[config.mk]
export PLATFORM = sky130hd
export DESIGN_NAME = rf_write_arbiter
export DESIGN_NICKNAME = d
export VERILOG_FILES = /design/src/rtl/rf_write_arbiter.sv
export SDC_FILE = /design/constraint.sdc
export NUM_CORES = 1
export LEC_CHECK = 0
export ABC_CLOCK_PERIOD_IN_PS = 3000
export CAP_MARGIN = 20
export CORE_UTILIZATION = 47
export DETAILED_ROUTE_END_ITERATION = 10
export PLACE_DENSITY = 0.86
export SLEW_MARGIN = 5
export SYNTH_ARGS = -nofsm -noshare
export SYNTH_HDL_FRONTEND = slang
export SYNTH_SLANG_ARGS = --single-unit
[constraint.sdc]
create_clock -name clk -period 3 [get_ports clk]
set_input_delay 0.75 -clock clk [delete_from_list [all_inputs] [get_ports clk]]
set_output_delay 0.75 -clock clk [all_outputs]
set_load 0.02 [all_outputs]
[src/rtl/rf_write_arbiter.sv]
// Writeback arbiter: merges ALU and LSU results into the single register file
// write port with LSU priority, ALU anti-starvation, x0 suppression and a retire counter.
module rf_write_arbiter #(
    parameter int unsigned ADDR_WIDTH   = 5,
    parameter int unsigned DATA_WIDTH   = 32,
    parameter int unsigned STARVE_LIMIT = 3
) (
    input  logic                  clk,
    input  logic                  rst_n,
    input  logic                  alu_valid,
    output logic                  alu_ready,
    input  logic [ADDR_WIDTH-1:0] alu_rd,
    input  logic [DATA_WIDTH-1:0] alu_data,
    input  logic                  lsu_valid,
    output logic                  lsu_ready,
    input  logic [ADDR_WIDTH-1:0] lsu_rd,
    input  logic [DATA_WIDTH-1:0] lsu_data,
    output logic                  rf_wen,
    output logic [ADDR_WIDTH-1:0] rf_waddr,
    output logic [DATA_WIDTH-1:0] rf_wdata,
    output logic [31:0]           wb_count
);

    localparam int unsigned WAIT_W = 4;
    localparam int unsigned CNT_W  = 32;

    logic [WAIT_W-1:0]     alu_wait_q, alu_wait_d;
    logic                  rf_wen_q, rf_wen_d;
    logic [ADDR_WIDTH-1:0] rf_waddr_q, rf_waddr_d;
    logic [DATA_WIDTH-1:0] rf_wdata_q, rf_wdata_d;
    logic [CNT_W-1:0]      wb_count_q, wb_count_d;
    logic                  starving;
    logic                  alu_fire;
    logic                  lsu_fire;

    // Readies depend only on the competing source and the starvation state.
    always_comb begin
        starving  = (alu_wait_q == WAIT_W'(STARVE_LIMIT));
        lsu_ready = !(alu_valid && starving);
        alu_ready = !lsu_valid || starving;
        lsu_fire  = lsu_valid && lsu_ready;
        alu_fire  = alu_valid && alu_ready;
    end

    // Next-state for the wait counter, output stage and retire counter.
    always_comb begin
        alu_wait_d = '0;
        rf_wen_d   = 1'b0;
        rf_waddr_d = rf_waddr_q;
        rf_wdata_d = rf_wdata_q;
        wb_count_d = wb_count_q;

        if (alu_valid && !alu_ready) begin
            alu_wait_d = starving ? alu_wait_q : alu_wait_q + WAIT_W'(1);
        end

        if (lsu_fire) begin
            rf_wen_d   = (lsu_rd != '0);
            rf_waddr_d = lsu_rd;
            rf_wdata_d = lsu_data;
            wb_count_d = wb_count_q + CNT_W'(1);
        end else if (alu_fire) begin
            rf_wen_d   = (alu_rd != '0);
            rf_waddr_d = alu_rd;
            rf_wdata_d = alu_data;
            wb_count_d = wb_count_q + CNT_W'(1);
        end
    end

    always_ff @(posedge clk or negedge rst_n) begin
        if (!rst_n) begin
            alu_wait_q <= '0;
            rf_wen_q   <= 1'b0;
            rf_waddr_q <= '0;
            rf_wdata_q <= '0;
            wb_count_q <= '0;
        end else begin
            alu_wait_q <= alu_wait_d;
            rf_wen_q   <= rf_wen_d;
            rf_waddr_q <= rf_waddr_d;
            rf_wdata_q <= rf_wdata_d;
            wb_count_q <= wb_count_d;
        end
    end

    assign rf_wen   = rf_wen_q;
    assign rf_waddr = rf_waddr_q;
    assign rf_wdata = rf_wdata_q;
    assign wb_count = wb_count_q;

endmodule
==> results.ini <==
[clock_tree]
cts_tree = done
clock_latency_ns = 0.34
path_clk_slew_ns = 0.07
cts.sinks = 74
cts-root-buf = clkbuf_8
htreeDepth = 3
post_cts_resized = 0
cts_hold_buffers = 0
postCtsSetupBuffers = 0
clockBufferDepth = 2
cts_buffers = 9

[sta]
worstMarginPinSlew_ns = 0.9434
final.setup.worst_slack_ns = 0.2748
finalCritPeriodShare = 0.9084
min_period_ns = 2.725
finalSetupViolCount = 0
clock.fmax_ghz = 0.3670
skew_ns = 0.01329
rsz0062_at_grt = false
relSlewSlack = 0.3711
fin_setup_tns_ns = 0
finalHoldViolations = 0
finalMaxSlewViolations = 0

[final_layout]
layout.nets = 578
layout_common_cells = clkdlybuf4s50_1 (146), nor2_1 (84), dfrtp_1 (74)
final_common_cell = clkdlybuf4s50_1
drive_above_1_share = 0.1531
antenna_cells = 0
areaGrowthSynthToFinish_pct = 47.72
num-fill-cells = 571
stdcell_count = 605

[placed_design]
dp_hpwl_um = 6966
finalWeightedCongestion = 0.7814
post-place-ws_ns = 0.5395
dp.cells = 589
io_buffers = 149

[hold_path]
worstHoldPathType = flip-flop to flip-flop

[routing]
remaining_drc_errors = 0
drtAntennaViolNets = 0
wl_per_cell_um = 16.28
drtPass1Iterations = 4
dr_total_vias = 3231
via_per_inst = 5.340
drt_wl_total_um = 9851
drt-initial-drc-count = 113

[synth]
yosysWarnings = 0
ys_types = 33
yosys-top-cells-area = dfrtp_1 (50%), mux2_2 (11%), nor2_1 (8.5%)
syn_area_um2 = 3729
ys_seq_area_frac = 0.4966
synth_seq_cells = 74
synth.top_cell.area_share = 0.4966
synth_top_area_cell = dfrtp_1
syn_area_per_cell_um2 = 10.59
postSynthCellCount = 352
synth_fp_nets = 432

[floorplanning]
dieArea_um2 = 8294
die_h_um = 91.07
die_x_um = 91.07
core_area_um2 = 7687
start_util = 0.4850
fp-row-count = 32
io_pins = 150

[global_routing]
grt_max_degree = 75
grt_pass1_wl_um = 16220
grt_pass1_vias = 3411
grt_use_total = 0.2486
antenna_found_initial = 0
overflow = 0

[status]
status = finished, final reports clean

[power]
power_mw = 2.855
p_leak_nw = 2.368
ir_drop_mv = 0.2711
powerDensity_nw_per_um2 = 518.3

[critical_path]
cp_max_fo = 3
path_class = flip-flop to primary output
required_ns = 2.25
crit_path_start_kind = flip-flop
crit_arrival_ns = 1.98
cp-end-kind = primary output

[job]
maxCapViolCount = 0

## logic make-up (layout without fill, tap and decap cells)
kind of cell,after synthesis,after routing,share of synthesized area
muxes,38,38,0.1148
DFF,74,74,0.4966
xor gates and xnor gates,33,33,0.07752
buffers and inverters,24,175,0.03120
AOI/OAI and AO/OA,43,43,0.07282
adders and majority gates,2,2,0.006710
and+or+nand+nor,138,138,0.2003
## worst paths after layout
path                                from       endpoint  slack (ns)  cells past startpoint
max in group asynchronous          rst_n   rf_wdata[22]        1.84                      1
min in group asynchronous          rst_n   wb_count[20]        0.56                      1
min reg2reg                alu_wait_q[0]  alu_wait_q[0]        0.46                      1
min                        alu_wait_q[0]  alu_wait_q[0]        0.46                      1
max reg2reg                alu_wait_q[0]   rf_wdata[29]        1.11                      7
max                        alu_wait_q[0]      lsu_ready        0.27                      5
## routing by layer
metal  vias up  GRT usage  routed length, um
li1       1531          -                  -
met1      1545     0.2947               3949
met2       135     0.4135               4870
met3        20    0.08961                815
met4         0    0.09392                215
met5         -          0                  0
## final cells by class
type | instances | area, um2 | area share
Tap cell | 102 | 127.6 | 0.02317
Multi-Input combinational cell | 254 | 1764 | 0.3203
Timing Repair Buffer | 154 | 1516 | 0.2753
Clock inverter | 4 | 73.82 | 0.01340
Inverter | 5 | 18.77 | 0.003408
Clock buffer | 12 | 155.1 | 0.02817
Sequential cell | 74 | 1852 | 0.3362
## worst max-delay path, cell delays in order (launching register included)
cell             delay, ns
dfrtp_1               0.40
ha_1                  0.23
nor3b_1               0.15
buf_4                 0.14
nand2_1               0.08
clkdlybuf4s50_1       0.64
## state kept, by name, summed over array words and instances, names as in the netlist
signal	cells
alu_wait_q	4
wb_count	32
rf_waddr	5
rf_wdata	32
rf_wen	1
## cell usage after synthesis, drive strengths merged
cell    number
o211ai       1
o22ai       37
ha           2
and4         4
nand3       14
o21ai        3
nor4         6
o211a        1
buf         15
inv          5
nand2        8
xor2        15
and3         6
dfrtp       74
o21a         1
nor2        84
mux2        38
xnor2       18
nor3b        1
nor4b        1
nand4        7
clkbuf       4
or4          2
nor3         5
## report_power, final
| part | leakage [nW] | switching [mW] | total (mW) | internal [mW] |
|---|---|---|---|---|
| Combinational | 1.33 | 0.369 | 0.775 | 0.407 |
| Clock | 0.117 | 0.362 | 0.877 | 0.515 |
| Sequential | 0.917 | 0.103 | 1.20 | 1.10 |
## per-stage QoR
step                utilization  instance area [um2]  hold slack, ns
global placement         0.6867                 5279          0.4424
global route             0.7165                 5508          0.4874
finish                   0.7165                 5508          0.4585
floorplan                     -                 3729          0.4316
detailed placement       0.6867                 5279          0.4494
CTS                      0.7165                 5508          0.4593
Note: power is estimated with default switching activity, not from simulation.
==> RTL edit 1, RTL diff (config.mk and constraints unchanged) <==
`WAIT_W`: 4 -> 3.
--- a/src/rtl/rf_write_arbiter.sv
+++ b/src/rtl/rf_write_arbiter.sv
@@ -21,7 +21,7 @@
     output logic [31:0]           wb_count
 );
 
-    localparam int unsigned WAIT_W = 4;
+    localparam int unsigned WAIT_W = 3;
     localparam int unsigned CNT_W  = 32;
 
     logic [WAIT_W-1:0]     alu_wait_q, alu_wait_d;
Behaviour: same outputs for any inputs over 10 cycles, from zero or initial values and one cycle with rst_n low; that may be too few to reach the edited logic, so the function may still have changed.
==> RTL edit 1 against the unedited design <==
  * Power is 7.4% lower
  * Clock power down 12%
  * Cell area down 8.3%
  * Synthesized area decreased by 13%
  * Setup slack worse by 0.028 ns
  * Worst hold slack improved by 0.024 ns
  * Wire length is 6.9% lower
  * Sequential cell count fell by 1
  * Global-route usage increased by 1.7 points
  * Synthesized cell count shrank 12%
  * Critical path type unchanged
  * Highest routed layer unchanged
==> RTL edit 1: results (changes against the unedited design) <==
Synthesis
  – Synth warn: 0 (unchanged)
  – Top area cells in the synthesized netlist: dfrtp_1, nand2_1, a22oi_1 (was dfrtp_1, mux2_2, nor2_1)
  – Async S/R FF share, synth: 1.00 (unchanged)
  – Synth cell count leaders: nand2_1, dfrtp_1, a22oi_1 (was nor2_1, dfrtp_1, mux2_2)
  – Post-synthesis sequential area ratio: 0.560 (was 0.497)
  – Post-synth cell types: 32 (was 33)
  – Mapped Nets: 391 (was 432)
  – Mean Syn Cell Area: 10.6 µm² (about the same)

Drt
  – WL final: 9180 µm (was 9850 µm)
  – WL/cell: 16.8 µm (was 16.3 µm)
  – DR iter-0 viols: 145 (was 113)
  – Initial DRT Pass Iterations: 5 (was 4)
  – Detailed-route via count: 2995 (was 3231)

Worst setup path
  – Largest delay contributor family on the critical path: buffers and inverters (unchanged)
  – Critical-path top delay cell: clkdlybuf4s50_1 (unchanged)
  – Maximum fanout along the worst path: 6 (was 3)
  – Critical path arrival: 2.00 ns (was 1.98 ns)
  – Largest stage delay, worst path: 0.62 ns (was 0.64 ns)

CTS
  – H-tree levels: 3 (unchanged)
  – Root Driver: clkbuf_8 (unchanged)
  – Clock Tree Buf Depth: 2 (unchanged)
  – # Post-CTS Setup Buffers: 0 (unchanged)
  – Post_cts resized: 0 (unchanged)
  – Clk_lat worst skew: 0.35 ns
  – Reg clk slew, reported paths: 0.07 ns (about the same)
  – CTS Buf Count: 9 (unchanged)

Final layout
  – Multi-input combinational area share: 0.276 (was 0.320)
  – Seq/total area: 0.362 (was 0.336)
  – Multi-input gate count: 222 (was 254)
  – Fin util: 0.774 (was 0.716)
  – Antenna cells: 0 (unchanged)
  – Logic inverters: 2 (was 5)
  – CLK BUF: 10 (was 12)
  – Proportion of layout cells with a drive suffix above 1: 0.0726 (was 0.153)
  – Fin nets: 545 (was 578)
  – Fraction of area in clock buffers and inverters: 0.0386 (was 0.0416)
  – Fillers: 418 (was 571)
  – Seq cells: 73 (was 74)
  – Non-clock buffer contribution to total cell area: 0.304 (was 0.275)
  – Bufs w/o clock: 155 (was 154)

Global route
  – Number of global-route vias before repair: 3050 (was 3411)
  – Initial antenna violation count: 0 (unchanged)
  – Total GRT Usage: 0.266 (was 0.249)
  – First-pass GRT wire length: 14800 µm (was 16200 µm)
  – Largest net degree at the start of global routing: 74 (was 75)

Placement
  – Dpl ws: 0.341 ns (was 0.540 ns)
  – Area after DPL: 0.00486 mm² (was 0.00528 mm²)
  – # port buffers: 149 (unchanged)
  – Placed instance count: 529 (was 589)
  – Detailed Place HPWL: 6530 µm (was 6970 µm)
  – RD Place Congestion: 0.801 (was 0.781)

Pwr
  – VDD IR-drop max: 0.000305 V (was 0.000271 V)
  – Pint: 1830 µW (was 2020 µW)
  – Leak pwr: 0.00217 µW (was 0.00237 µW)

Timing
  – Clock skew: 0.0100 ns (was 0.0133 ns)
  – Rel. slew slack: 0.407 (was 0.371)

Run status
  – Outcome: complete, no violations (unchanged)

Floorplan
  – # rows: 29 (was 32)

Worst hold path
  – HP Class: flip-flop to flip-flop (unchanged)
RTL edit 1: worst paths after layout:
| check | start | to | slack [ns] | cells after the start |
|---|---|---|---|---|
| setup / recovery | alu_wait_q[0]$_DFFE_PN0P_ | lsu_ready | 0.25 | 4 |
| max in group asynchronous | rst_n | rf_wen$_DFF_PN0_ | 1.90 | 1 |
| min in group asynchronous | rst_n | rf_wdata[11]$_DFFE_PN0P_ | 0.54 | 1 |
| hold reg to reg | wb_count[31]$_DFFE_PN0P_ | wb_count[31]$_DFFE_PN0P_ | 0.48 | 1 |
| hold / removal | wb_count[31]$_DFFE_PN0P_ | wb_count[31]$_DFFE_PN0P_ | 0.48 | 1 |
| setup reg to reg | alu_wait_q[0]$_DFFE_PN0P_ | rf_waddr[0]$_DFFE_PN0P_ | 1.08 | 6 |
RTL edit 1: cells by family (layout without fill, tap and decap cells):
| family | count (synthesis) | in the layout | share of synthesized area |
|---|---|---|---|
| AND/OR/NAND/NOR | 139 | 139 | 0.213 |
| adder cells (fa/ha/maj) | 4 | 4 | 0.0153 |
| XOR/XNOR | 32 | 32 | 0.0860 |
| flip-flops | 73 | 73 | 0.560 |
| AO/OA/AOI/OAI | 44 | 44 | 0.0975 |
| multiplexers | 3 | 3 | 0.00959 |
| buffers and inverters | 14 | 173 | 0.0184 |
RTL edit 1: routing by layer:
layer  vias up  global-route usage  routed length [µm]  part of all wire
li1       1387                   -                   -                 -
met1      1461               0.311                3580              0.39
met2       135               0.452                4610              0.50
met3        12               0.104                 885             0.096
met4         0              0.0833                  96             0.010
met5         -                   0                   0                 0
RTL edit 1: power by group through the flow:
stage	combinational [µW]	sequential, µW	clock (µW)
after CTS	684	1190	785
after global routing	729	1200	825
after detailed placement	682	1200	0
final	679	1190	776
after floorplan	188	1310	0
after global placement	667	1200	0
==> RTL edit 2, RTL diff (config.mk and constraints unchanged) <==
Without the edit above. Reset style: synchronous (`rst_n`), changed in one clocked block.
--- a/src/rtl/rf_write_arbiter.sv
+++ b/src/rtl/rf_write_arbiter.sv
@@ -67,7 +67,7 @@
         end
     end
 
-    always_ff @(posedge clk or negedge rst_n) begin
+    always_ff @(posedge clk) begin
         if (!rst_n) begin
             alu_wait_q <= '0;
             rf_wen_q   <= 1'b0;
Formal check against the unedited RTL: differs if rst_n is asserted again (counterexample within 4 cycles, from zero or initial values and one cycle with rst_n low); with rst_n held inactive, the same outputs for 10 cycles.
==> RTL edit 2 against the unedited design <==
  * Via count grew 6.5%
  * Clock skew is 0.0030 ns lower
  * Cell area fell by 7.5%
  * Count of clock-buffer cells in the layout fell by 1
  * Synthesized area is 11% lower
  * Non-clock buffer count grew 2
  * Synthesized cell count rose by 8.5%
  * Sequential cell count stayed put
  * Wire length is 1.4% higher
  * Setup slack worse by 0.10 ns
  * Global-route usage is 2.6 points higher
  * Critical path type unchanged
  * Critical endpoint is now alu_ready
Power is not compared: it rests on default switching activity, and its combinational part moved more than twofold at a synthesized area within 25%.
==> RTL edit 2: results (changes against the unedited design) <==
Global route
  – First-pass GRT wire length: 16000 µm (was 16200 µm)
  – Initial antenna violation count: 0 (unchanged)
  – Largest net degree at the start of global routing: 63 (was 75)
  – Total GRT Usage: 0.275 (was 0.249)
  – Number of global-route vias before repair: 3251 (was 3411)

Worst setup path
  – FF-to-FF path depth: 6 (was 7)
  – End of the critical path: alu_ready (was lsu_ready)
  – Critical path class: flip-flop to primary output (unchanged)
  – Worst r2r dst: rf_wdata[19]$_SDFFE_PN0P_ (was rf_wdata[29]$_DFFE_PN0P_)
  – Largest stage delay, worst path: 0.60 ns (was 0.64 ns)
  – Reg-to-Reg Start: alu_wait_q[0]$_SDFFE_PN0P_ (was alu_wait_q[0]$_DFFE_PN0P_)
  – Largest delay contributor family on the critical path: buffers and inverters (unchanged)
  – Critical-path top delay cell: clkdlybuf4s50_1 (unchanged)
  – R2R setup slack: 1.00 ns (was 1.11 ns)
  – Maximum fanout along the worst path: 4 (was 3)

Worst hold path
  – Hold EP: rf_wdata[9]$_SDFFE_PN0P_ (was alu_wait_q[0]$_DFFE_PN0P_)
  – Worst Hold Depth: 2 (was 1)
  – HP Class: flip-flop to flip-flop (unchanged)
  – HP Start: rf_wdata[9]$_SDFFE_PN0P_ (was alu_wait_q[0]$_DFFE_PN0P_)

Synthesis
  – Mapped Nets: 462 (was 432)
  – Async S/R FF share, synth: 0 (was 1.00)
  – Post-synth cell types: 45 (was 33)
  – Synth cell count leaders: dfxtp_1, nand2_1, a21oi_1 (was nor2_1, dfrtp_1, mux2_2)
  – Post-synthesis sequential area ratio: 0.444 (was 0.497)
  – Top area cells in the synthesized netlist: dfxtp_1, a21oi_1, and2_1 (was dfrtp_1, mux2_2, nor2_1)
  – Synth warn: 0 (unchanged)
  – Top FF cell, synth: dfxtp_1 (was dfrtp_1)

Final layout
  – Fillers: 521 (was 571)
  – Antenna cells: 0 (unchanged)
  – Proportion of layout cells with a drive suffix above 1: 0.0686 (was 0.153)
  – Fin nets: 600 (was 578)

Drt
  – Initial DRT Pass Iterations: 6 (was 4)
  – Detailed-route via count: 3442 (was 3231)
  – WL final: 9990 µm (was 9850 µm)
  – DR iter-0 viols: 188 (was 113)

Placement
  – RD Place Congestion: 0.818 (was 0.781)
  – Detailed Place HPWL: 6940 µm (was 6970 µm)
  – # port buffers: 149 (unchanged)

Timing
  – Least-Margin Pin Slew: 0.651 ns (was 0.943 ns)
  – Clock skew: 0.0103 ns (was 0.0133 ns)

CTS
  – Root Driver: clkbuf_8 (unchanged)
  – CTS Buf Count: 9 (unchanged)
  – # Post-CTS Setup Buffers: 0 (unchanged)
  – Post_cts resized: 0 (unchanged)
  – Clock Tree Buf Depth: 2 (unchanged)
  – Reg clk slew, reported paths: 0.07 ns (about the same)
  – H-tree levels: 3 (unchanged)
  – Clk_lat worst skew: 0.35 ns

Run status
  – Outcome: complete, no violations (unchanged)

Pwr
  – VDD IR-drop max: roughly 0.00029 V
  – Leak pwr: 0.00178 µW
RTL edit 2: power by group:
group / switching (µW) / leakage, µW / internal [µW]
clock network: 363 / 0.000109 / 489
logic: 167 / 0.00106 / 205
registers: 21.9 / 0.000605 / 1020
RTL edit 2: logic make-up after synthesis:
logic type,Yosys count,synth area share
simple gates,155,0.251
fa+ha+maj,2,0.00750
compound gates,99,0.192
mux,5,0.0150
xor+xnor,15,0.0394
buf+inv,32,0.0506
flops,74,0.444
RTL edit 2: layer usage:
metal / GRT usage / up-vias / part of all wire
met5: 0 / - / 0
met4: 0.105 / 0 / 0.023
met3: 0.0648 / 17 / 0.051
met2: 0.488 / 99 / 0.52
met1: 0.320 / 1661 / 0.40
li1: - / 1665 / -
RTL edit 2: stage by stage:
step / hold slack [ns] / worst slack (ns) / std cells / power (µW) / area (µm²)
finish: 0.454 / 0.175 / 621 / 2270 / 5090
global route: 0.473 / 0.0655 / 621 / 2350 / 5090
CTS: 0.455 / 0.171 / 621 / 2280 / 5090
detailed placement: 0.446 / 0.229 / 605 / 1440 / 4870
global placement: 0.436 / 0.356 / 605 / 1430 / 4870
floorplan: 0.418 / 1.06 / 382 / 1220 / 3340
RTL edit 2: final cells by class:
class	count	area [µm²]	area share
Clock buffer	11	141	0.0278
Clock inverter	5	77.6	0.0152
Inverter	3	11.3	0.00221
Multi-Input combinational cell	276	1690	0.332
Sequential cell	74	1480	0.291
Tap cell	96	120	0.0236
Timing Repair Buffer	156	1570	0.308
RTL edit 2: worst min-delay path, delay by kind of cell (launching register included):
family,cells,cell delay [ns]
AND/OR/NAND/NOR,1,0.05
flip-flops,1,0.31
AO/OA/AOI/OAI,1,0.05
